### config.mk
export PLATFORM = sky130hd
export DESIGN_NAME = dot_matrix_scheduler
export DESIGN_NICKNAME = d
export VERILOG_FILES = /design/src/rtl/dot_matrix_scheduler.sv
export SDC_FILE = /design/constraint.sdc
export NUM_CORES = 1
export LEC_CHECK = 0
export CORE_MARGIN = 5
export CORE_UTILIZATION = 60
export CTS_BUF_LIST = sky130_fd_sc_hd__clkbuf_2 sky130_fd_sc_hd__clkbuf_4 sky130_fd_sc_hd__clkbuf_8
export CTS_CLUSTER_SIZE = 24
export DETAILED_ROUTE_END_ITERATION = 10
export PLACE_DENSITY = 0.79
export SLEW_MARGIN = 10
export SYNTH_ARGS = -nofsm -noshare
export SYNTH_HDL_FRONTEND = slang
export SYNTH_SLANG_ARGS = --single-unit
### constraint.sdc
create_clock -name clk -period 2.6 [get_ports clk]
set_input_delay 0.65 -clock clk [delete_from_list [all_inputs] [get_ports clk]]
set_output_delay 0.65 -clock clk [all_outputs]
set_load 0.05 [all_outputs]
### src/rtl/dot_matrix_scheduler.sv
// dot_matrix_scheduler
// Double-buffered 8x8 LED dot-matrix scan controller. A prescaler produces a
// scan tick every SCAN_DIV+1 clocks; each tick loads one row of the front
// page onto the row/col drive. The producer fills the back page and requests
// a swap; the swap is taken only on the tick that loads row 7, so a frame is
// never torn.

module dot_matrix_scheduler #(
  parameter logic [31:0] SCAN_DIV = 32'd5000
) (
  input  logic       clk,
  input  logic       rst,
  input  logic       wr_en,
  input  logic [2:0] wr_row,
  input  logic [7:0] wr_data,
  input  logic       swap_req,
  input  logic       blank,
  output logic       swap_ack,
  output logic       frame_start,
  output logic [7:0] row,
  output logic [7:0] col
);

  logic [31:0] cnt;
  logic [2:0]  ptr;
  logic        front;
  logic        back;
  logic        tick;
  logic        frame_end;
  logic [7:0]  page [2][8];

  assign tick      = (cnt == SCAN_DIV);
  assign back      = ~front;
  // The row-7 tick closes the frame; a swap taken here shows from the next row 0.
  assign frame_end = tick && (ptr == 3'd7);

  // Scan prescaler: wraps to zero on the same edge that raises a tick.
  always_ff @(posedge clk or negedge rst) begin
    if (!rst) begin
      cnt <= '0;
    end else if (tick) begin
      cnt <= '0;
    end else begin
      cnt <= cnt + 32'd1;
    end
  end

  // Row pointer and registered row/col drive, updated only on ticks.
  always_ff @(posedge clk or negedge rst) begin
    if (!rst) begin
      ptr <= '0;
      row <= 8'hFF;
      col <= 8'h00;
    end else if (tick) begin
      ptr <= ptr + 3'd1;
      row <= ~(8'b1 << ptr);
      col <= blank ? 8'h00 : page[front][ptr];
    end
  end

  // One-cycle status pulses; both are cleared on every non-qualifying edge.
  always_ff @(posedge clk or negedge rst) begin
    if (!rst) begin
      frame_start <= 1'b0;
      swap_ack    <= 1'b0;
    end else begin
      frame_start <= tick && (ptr == 3'd0);
      swap_ack    <= frame_end && swap_req;
    end
  end

  // Page select: the request is sampled only at frame end, nothing is latched.
  always_ff @(posedge clk or negedge rst) begin
    if (!rst) begin
      front <= 1'b0;
    end else if (frame_end && swap_req) begin
      front <= ~front;
    end
  end

  // Frame storage: writes always target the pre-edge back page, so a write
  // coinciding with a swap lands in the page that becomes displayed.
  always_ff @(posedge clk or negedge rst) begin
    if (!rst) begin
      for (int p = 0; p < 2; p++) begin
        for (int r = 0; r < 8; r++) begin
          page[p][r] <= 8'h00;
        end
      end
    end else if (wr_en) begin
      page[back][wr_row] <= wr_data;
    end
  end

endmodule
==> impl_metrics.py, run 1 <==
metrics = {
    "run_status": {
        "status": "completed",
    },
    "layout": {
        "drive_gt1_share_pct": 37.2,
        "finalNetCount": 654,
        "nFillCells": 963,
        "antenna_cells": 0,
        "multi_input_comb_area_um2": 3550,
        "final_cells": 820,
        "synthToLayoutAreaGrowth_pct": 11.6,
        "layout_common_cells": "173 x dfrtp_1, 133 x mux2_2, 32 x mux4_2, 32 x clkdlybuf4s50_1, 23 x nand2_1",
        "layout_commonest_cell": "dfrtp_1",
        "regArea_um2": 4570,
    },
    "global_route": {
        "gr-total-overflow": 0,
        "grt_antenna_before_repair": 0,
        "grt_usage_pct": 21.9,
        "grt_pass1_vias": 5368,
        "grt_max_degree": 83,
        "grt_pass1_wl_um": 27600,
    },
    "synth": {
        "synth.area.top_cells": "dfrtp_1 52%, mux2_2 18%, mux4_2 8.7%, dfstp_2 2.5%, xor2_1 1.7%",
        "synth.top_cell.area_share_pct": 52.4,
        "yosysWarningCount": 0,
        "ys_ff_latch": 182,
        "synth_top_cell_by_area": "dfrtp_1",
        "ys_types": 40,
        "syn_area_um2": 8320,
        "synth_cells": 586,
        "syn-num-nets": 610,
        "synth_seq_area_share_pct": 54.9,
        "avgSynthCellArea_um2": 14.2,
    },
    "power_and_ir_drop": {
        "p_per_area_nw_per_um2": 555,
        "leakagePower_nw": 4.18,
        "ir_worst_vdd_mv": 0.382,
    },
    "setup_path": {
        "crit_slowest_cell": "clkdlybuf4s50_1",
        "cp.required_ps": 1950,
        "critPathMaxFanout": 2,
        "critPathTopFamily": "buffers and inverters",
        "critPathCaptureType": "output port",
        "crit_type": "register to output port",
        "cp.buffers_inverters": 1,
        "startpoint_type": "register",
        "slowest_delay_ps": 790,
        "cp_cell_sequence": "clkdlybuf4s50_1",
        "arrival_ps": 1790,
    },
    "sta": {
        "slew_viol_final": 0,
        "post-route-min-period_ps": 2440,
        "rsz0062_at_grt": "false",
        "setup_tns_ps": 0,
        "fmax_mhz": 410,
        "period_share_pct": 93.8,
        "worst_pin_slew_ps": 745,
        "finalHoldViolCount": 0,
        "slew_headroom_pct": 50.2,
        "skew_ps": 9.72,
        "setup_viol": 0,
    },
    "run": {
        "drv_cap": 0,
    },
    "clocking": {
        "path_clk_slew_ps": 80,
        "hold_buffers": 0,
        "root_buffer": "clkbuf_8",
        "cts_htree_levels": 4,
        "post_cts.repair.setup_buffers": 0,
        "cts_buffers": 17,
        "clock_latency_ps": 460,
        "cts_max_path_buffers": 2,
        "cts_resized": 0,
        "cts.sink_count": 182,
        "cts_tree": "done",
    },
    "floorplanning": {
        "rows": 43,
        "core_area_um2": 13700,
        "dieArea_um2": 16300,
        "die_w_um": 128,
        "die_h_um": 128,
        "ioPinCount": 34,
        "initial_core_util_pct": 60.6,
    },
    "drt": {
        "drtPass1Iterations": 4,
        "via_per_inst": 5.99,
        "ant_nets": 0,
        "wl_per_cell_um": 20.0,
        "dr_total_vias": 4910,
        "finalWirelength_um": 16400,
        "drt_iter0_markers": 353,
        "drc": 0,
    },
    "placed_design": {
        "port_buffers": 33,
        "placed_cells": 791,
        "hpwlAfterDp_um": 11000,
        "gp_congestion": 0.870,
    },
    "worst_hold_path": {
        "hp-class": "input port to asynchronous set/reset pin",
    },
}
-- power breakdown --
group,switching [mW],internal [mW],total [mW]
registers,0.109,3.05,3.16
clock network,0.908,0.727,1.64
logic,0.159,0.199,0.358
-- registers in the layout (all words and copies together), names as in the netlist --
signal	count
ptr	3
col	8
swap_ack	1
front	1
frame_start	1
page	128
cnt	32
row	8
-- synth_stat cells --
library cell,count
mux2_2,133
nand4_2,1
nor3b_1,1
a22o_1,8
and4bb_2,1
nor3_1,13
mux2i_1,1
buf_4,3
nor4_1,9
nand2_1,23
dfrtp_1,174
nor2b_1,4
xor2_1,16
nor4_2,3
dfstp_2,8
buf_1,2
xnor2_1,15
or2_1,1
or2_2,1
nor4_4,2
buf_2,5
nand3b_1,4
nand4_1,3
and2_1,3
nor2_1,22
nor3_2,1
nor4b_2,1
o21ai_0,11
nand2b_1,3
and4_1,3
or3_1,3
and3_1,4
ha_1,8
nand3_1,13
nand4_4,1
a22oi_1,16
buf_6,2
clkbuf_1,19
inv_1,13
mux4_2,32
-- stage by stage --
stage / instance area (µm²) / setup slack [ps] / power [mW] / util [%] / hold slack [ps]
2_1_floorplan: 8320 / 716 / 3.39 / - / 354
3_3_place_gp: 8960 / 251 / 3.54 / 65.3 / 482
3_5_place_dp: 8960 / 247 / 3.58 / 65.3 / 490
4_1_cts: 9280 / 117 / 5.20 / 67.7 / 78.3
5_1_grt: 9280 / 98.4 / 5.37 / 67.7 / 99.5
6_report: 9280 / 161 / 5.15 / 67.7 / 88.0
-- logic make-up after synthesis --
kind of cell	synth area share, %
AOI/OAI and AO/OA	2.95
xor gates and xnor gates	3.27
adders and majority gates	1.20
buffers and inverters	2.38
DFF	54.9
muxes	26.8
and+or+nand+nor	8.52
-- per-layer routing --
| metal | track usage [%] | up-vias | wire (µm) |
|---|---|---|---|
| met2 | 35.9 | 102 | 8320 |
| met1 | 28.6 | 2554 | 7010 |
| li1 | - | 2230 | - |
| met3 | 4.67 | 24 | 772 |
| met5 | 0 | - | 0 |
| met4 | 9.18 | 0 | 294 |
-- area by class of cell --
cell class	count	area share (%)
inverter	13	0.526
clock buffer	23	3.14
multi-input combinational	360	38.3
sequential	182	49.2
clock inverter	6	0.324
timing repair buffer	56	6.11
tap	180	2.43
-- path summary, 6_finish.rpt --
kind / start / endpoint / slack (ps) / cells past startpoint
max: row[4] / row[4] / 160 / 1
min: rst / ptr[0] / 90 / 1
max reg2reg: cnt[11] / cnt[21] / 480 / 4
min reg2reg: row[7] / row[7] / 500 / 2
max in group asynchronous: rst / page[107] / 1750 / 2
min in group clk: row[7] / row[7] / 500 / 2
(Power assumes the default switching activity.)
==> run 2, diff against run 1 <==
--- a/config.mk
+++ b/config.mk
@@ -11,7 +11,7 @@
 export CTS_CLUSTER_SIZE = 24
 export DETAILED_ROUTE_END_ITERATION = 10
 export PLACE_DENSITY = 0.79
-export SLEW_MARGIN = 10
+export SLEW_MARGIN = 40
 export SYNTH_ARGS = -nofsm -noshare
 export SYNTH_HDL_FRONTEND = slang
 export SYNTH_SLANG_ARGS = --single-unit
==> constraint.sdc (replaced) <==
create_clock -name clk -period 2.3 [get_ports clk]
set_input_delay 0.575 -clock clk [delete_from_list [all_inputs] [get_ports clk]]
set_output_delay 0.575 -clock clk [all_outputs]
set_load 0.05 [all_outputs]
==> run 2 against run 1 <==
Clock skew is 0.58 ps lower. Routed wire length up 4.3%. First-iteration DRC count down 11%.
==> impl_metrics.py, run 2 (same netlist as run 1, synthesis figures left out) <==
metrics = {
    "run_status": {
        "status": "completed",
    },
    "global_route": {
        "grt_antenna_before_repair": 0,
        "gr-total-overflow": 0,
        "grt_pass1_vias": 5369,
        "grt_usage_pct": 22.8,
        "grt_pass1_wl_um": 28600,
        "grt_max_degree": 62,
    },
    "power_and_ir_drop": {
        "p_per_area_nw_per_um2": 661,
        "fin_total_pwr_mw": 6.22,
        "switchingPower_mw": 1.40,
        "switching_share_pct": 22.6,
        "cellInternalPower_mw": 4.82,
        "p_clk_share_pct": 35.7,
        "power_frac_comb_pct": 6.7,
        "ir_worst_vdd_mv": 0.384,
        "seq_power_share_pct": 57.6,
        "leakagePower_nw": 4.31,
    },
    "layout": {
        "nFillCells": 944,
        "final_cells": 827,
        "finalNetCount": 658,
        "reg_top3": "page x128, cnt x32",
        "antenna_cells": 0,
        "top_register": "page",
        "drive_gt1_share_pct": 37.9,
        "utilization_pct": 68.6,
        "synthToLayoutAreaGrowth_pct": 13.2,
        "layout_common_cells": "173 x dfrtp_1, 133 x mux2_2, 32 x mux4_2",
        "largest_reg_flops": 128,
        "stdcell_area_um2": 9420,
        "layout_commonest_cell": "dfrtp_1",
    },
    "sta": {
        "slew_viol_final": 0,
        "slew_headroom_pct": 48.7,
        "period_share_pct": 96.8,
        "setup_slack_ps": 74.6,
        "skew_ps": 9.14,
        "worst_pin_slew_ps": 768,
        "rsz0062_at_grt": "false",
        "setup_viol": 0,
        "fmax_mhz": 449,
        "post-route-min-period_ps": 2230,
        "setup_tns_ps": 0,
        "whs_ps": 81.3,
        "finalHoldViolCount": 0,
    },
    "setup_path": {
        "crit_slowest_cell": "clkdlybuf4s50_1",
        "critPathCaptureType": "output port",
        "startpoint_type": "register",
        "critical_path_depth": 1,
        "critPathMaxFanout": 2,
        "cp.buffers_inverters": 1,
        "cp.required_ps": 1730,
        "slowest_delay_ps": 820,
        "r2r_slack_ps": 290,
        "cp_cell_sequence": "clkdlybuf4s50_1",
        "critPathTopFamily": "buffers and inverters",
        "crit_type": "register to output port",
        "reg2reg_depth": 4,
        "arrival_ps": 1650,
    },
    "floorplanning": {
        "die_w_um": 128,
        "die_h_um": 128,
        "core_area_um2": 13700,
        "initial_core_util_pct": 60.6,
        "ioPinCount": 34,
        "dieArea_um2": 16300,
        "rows": 43,
    },
    "clocking": {
        "cts_max_path_buffers": 2,
        "cts.sink_count": 182,
        "cts_htree_levels": 4,
        "cts_tree": "done",
        "post_cts.repair.setup_buffers": 0,
        "clock_latency_ps": 460,
        "hold_buffers": 0,
        "cts_buffers": 17,
        "root_buffer": "clkbuf_8",
        "path_clk_slew_ps": 80,
    },
    "drt": {
        "wl_per_cell_um": 20.7,
        "via_per_inst": 6.10,
        "drtPass1Iterations": 4,
        "dr_total_vias": 5045,
        "drc": 0,
        "drt_iter0_markers": 313,
        "finalWirelength_um": 17100,
        "ant_nets": 0,
    },
    "placed_design": {
        "placed_cells": 795,
        "gp_congestion": 0.859,
        "placed_area_um2": 9000,
        "hpwlAfterDp_um": 11600,
        "post-place-ws_ps": -126,
        "port_buffers": 33,
    },
    "worst_hold_path": {
        "hp-class": "input port to asynchronous set/reset pin",
    },
    "run": {
        "drv_cap": 0,
    },
}
-- run 2: cell count changes in the layout (fill, tap and decap cells not counted), sizes merged --
cell,delta
bufinv,+2
clkinvlp,+3
clkdlybuf4s50,-10
dlygate4sd2,+8
clkinv,-4
dlymetal6s2s,+2
buf,+4
clkbuf,+2
-- run 2: power by group through the flow --
stage	Combinational [mW]	Clock, mW	Sequential [mW]
3_5_place_dp	0.423	0	3.64
6_report	0.415	2.22	3.58
2_1_floorplan	0.255	0	3.58
5_1_grt	0.463	2.40	3.61
3_3_place_gp	0.397	0	3.62
4_1_cts	0.423	2.27	3.58
-- run 2: timing repair --
item,in CTS,in global routing
hold endpoints to repair,0,0
gates resized for setup,8,2
pin swaps,0,0
endpoints found under the setup margin,8,2
-- run 2: final cells by class --
class                           count  area, µm²  area share, %
Tap cell                          180        225           2.39
Clock inverter                      7       92.6          0.983
Clock buffer                       25        325           3.46
Inverter                           13       48.8          0.518
Sequential cell                   182       4570           48.5
Multi-Input combinational cell    360       3550           37.7
Timing Repair Buffer               60        604           6.42
-- run 2: metal layers --
metal  up-vias  wire (µm)  GRT usage, %  part of all wire [%]
met5         -          0             0                     0
met4         0        349          8.93                   2.0
met3        24        771          4.75                   4.5
met2       121       8670          36.9                    51
met1      2658       7320          30.6                    43
li1       2242          -             -                     -
-- run 2: path summary, 6_finish.rpt --
check | start | to
max reg2reg | cnt[21] | col[2]
max | col[1] | col[1]
min in group clk | row[7] | row[7]
max in group asynchronous | rst | cnt[26]
min reg2reg | row[7] | row[7]
min | rst | ptr[0]
==> run 3, diff against run 2 <==
--- a/config.mk
+++ b/config.mk
@@ -5,9 +5,10 @@
 export SDC_FILE = /design/constraint.sdc
 export NUM_CORES = 1
 export LEC_CHECK = 0
+export CAP_MARGIN = 20
 export CORE_MARGIN = 5
 export CORE_UTILIZATION = 60
-export CTS_BUF_LIST = sky130_fd_sc_hd__clkbuf_2 sky130_fd_sc_hd__clkbuf_4 sky130_fd_sc_hd__clkbuf_8
+export CTS_BUF_LIST = sky130_fd_sc_hd__clkbuf_4
 export CTS_CLUSTER_SIZE = 24
 export DETAILED_ROUTE_END_ITERATION = 10
 export PLACE_DENSITY = 0.79
==> run 3 against run 2 <==
Sequential share of layout area up 0.85 points. Clock skew up 3.5 ps. Critical path type unchanged. Critical endpoint is now row[6]. Setup slack better by 16 ps. Flip-flop and latch count unchanged. Count of clock-buffer cells in the layout down 5. Maximum frequency up 0.73%. Global-route usage down 0.15 points. Combinational power about the same. Hold slack better by 420 ps. Die area unchanged. First-iteration DRC count unchanged. Utilization down 1.2 points.
==> impl_metrics.py, run 3 (same netlist as run 1, synthesis figures left out) <==
metrics = {
    "run_status": {
        "status": "completed",
    },
    "layout": {
        "layout_common_cells": "173 x dfrtp_1, 133 x mux2_2, 32 x mux4_2",
        "largest_reg_flops": 128,
        "utilization_pct": 67.5,
        "synthToLayoutAreaGrowth_pct": 11.3,
        "finalNetCount": 659,
        "final_cells": 829,
        "drive_gt1_share_pct": 37.0,
        "layout_commonest_cell": "dfrtp_1",
        "reg_top3": "page x128, cnt x32",
        "top_register": "page",
        "stdcell_area_um2": 9250,
    },
    "worst_hold_path": {
        "worstHoldPathCells": 2,
        "hp-class": "register to register",
        "hold-path-endpoint": "row[7]",
        "min_from": "row[7]",
    },
    "floorplanning": {
        "die_h_um": 128,
        "dieArea_um2": 16300,
        "core_area_um2": 13700,
        "rows": 43,
        "ioPinCount": 34,
        "initial_core_util_pct": 60.6,
        "die_w_um": 128,
    },
    "setup_path": {
        "critPathTopFamily": "flip-flops",
        "cp_cell_sequence": "dlygate4sd2_1",
        "slowest_delay_ps": 550,
        "r2r-end": "col[2]",
        "critPathMaxFanout": 2,
        "startpoint_type": "register",
        "reg2reg_depth": 4,
        "cp.required_ps": 1730,
        "critPathCaptureType": "output port",
        "cp.buffers_inverters": 1,
        "crit_slowest_cell": "dfstp_2",
        "timing.rr.start": "cnt[21]",
        "arrival_ps": 1630,
        "crit_type": "register to output port",
        "r2r_slack_ps": 300,
    },
    "placed_design": {
        "placed_cells": 795,
        "port_buffers": 33,
        "placed_area_um2": 9000,
        "gp_congestion": 0.859,
        "hpwlAfterDp_um": 11600,
        "post-place-ws_ps": -126,
    },
    "global_route": {
        "grt_pass1_wl_um": 28600,
        "grt_antenna_before_repair": 1,
        "grt_max_degree": 62,
        "gr-total-overflow": 0,
        "grt_pass1_vias": 5418,
        "grt_usage_pct": 22.7,
    },
    "drt": {
        "ant_nets": 0,
        "finalWirelength_um": 17000,
        "wl_per_cell_um": 20.5,
        "dr_total_vias": 5029,
        "drt_iter0_markers": 313,
        "drtPass1Iterations": 4,
        "via_per_inst": 6.07,
        "drc": 0,
    },
    "sta": {
        "period_share_pct": 96.1,
        "finalHoldViolCount": 0,
        "fmax_mhz": 453,
        "slew_viol_final": 0,
        "post-route-min-period_ps": 2210,
        "setup_viol": 0,
        "setup_slack_ps": 90.7,
        "rsz0062_at_grt": "false",
        "skew_ps": 12.6,
        "worst_pin_slew_ps": 790,
        "slew_headroom_pct": 47.2,
        "setup_tns_ps": 0,
    },
    "clocking": {
        "cts.sink_count": 182,
        "cts_tree": "done",
        "cts_buffers": 17,
        "cts_max_path_buffers": 2,
        "post_cts.repair.setup_buffers": 0,
        "cts_htree_levels": 4,
        "root_buffer": "clkbuf_4",
        "clock_latency_ps": 560,
        "path_clk_slew_ps": 130,
    },
    "power_and_ir_drop": {
        "leakagePower_nw": 4.25,
        "p_per_area_nw_per_um2": 614,
        "ir_worst_vdd_mv": 0.293,
    },
    "run": {
        "drv_cap": 0,
    },
}
==> run 3: area by class of cell <==
class	instances	area, µm²
clock buffers	20	150
well taps	180	225
clock inverters	12	111
fillers	983	4470
diodes	1	2.50
flip-flops and latches	182	4570
repair buffers	61	597
inverters	13	48.8
multi-input cells	360	3550
==> run 3: power by group <==
| group | switching [mW] | internal, mW | total (mW) |
|---|---|---|---|
| logic | 0.185 | 0.232 | 0.416 |
| clock network | 1.02 | 0.658 | 1.68 |
| registers | 0.138 | 3.45 | 3.58 |
==> run 3: through the flow <==
stage | power (mW) | hold WS [ps]
3_3_place_gp | 4.02 | 483
4_1_cts | 5.73 | 514
2_1_floorplan | 3.84 | 279
6_report | 5.68 | 506
5_1_grt | 5.93 | 523
3_5_place_dp | 4.06 | 488
==> run 3: routing by layer <==
layer	wire length [µm]	track usage, %	part of all wire (%)	up-vias
met5	0	0	0	-
li1	-	-	-	2243
met3	787	4.33	4.6	27
met4	353	8.80	2.1	0
met1	7280	30.3	43	2655
met2	8580	37.1	50	104
==> run 3: timing repair <==
item                                   in CTS  in global routing
hold buffers                                1                  0
endpoints found under the hold margin      47                  0
setup endpoints to repair                  18                  0
resized for setup                          18                  0
==> run 3: worst max-delay path by stage <==
stage | from | end | slack, ps | depth (start not counted)
finish | row[6] | row[6] | 90 | 1
global route | row[3] | row[3] | 5 | 1
CTS | row[1] | row[1] | 40 | 1
detailed placement | wr_en | page[58] | -130 | 5
global placement | wr_en | page[9] | -40 | 5
floorplan | cnt[0] | row[5] | 460 | 7
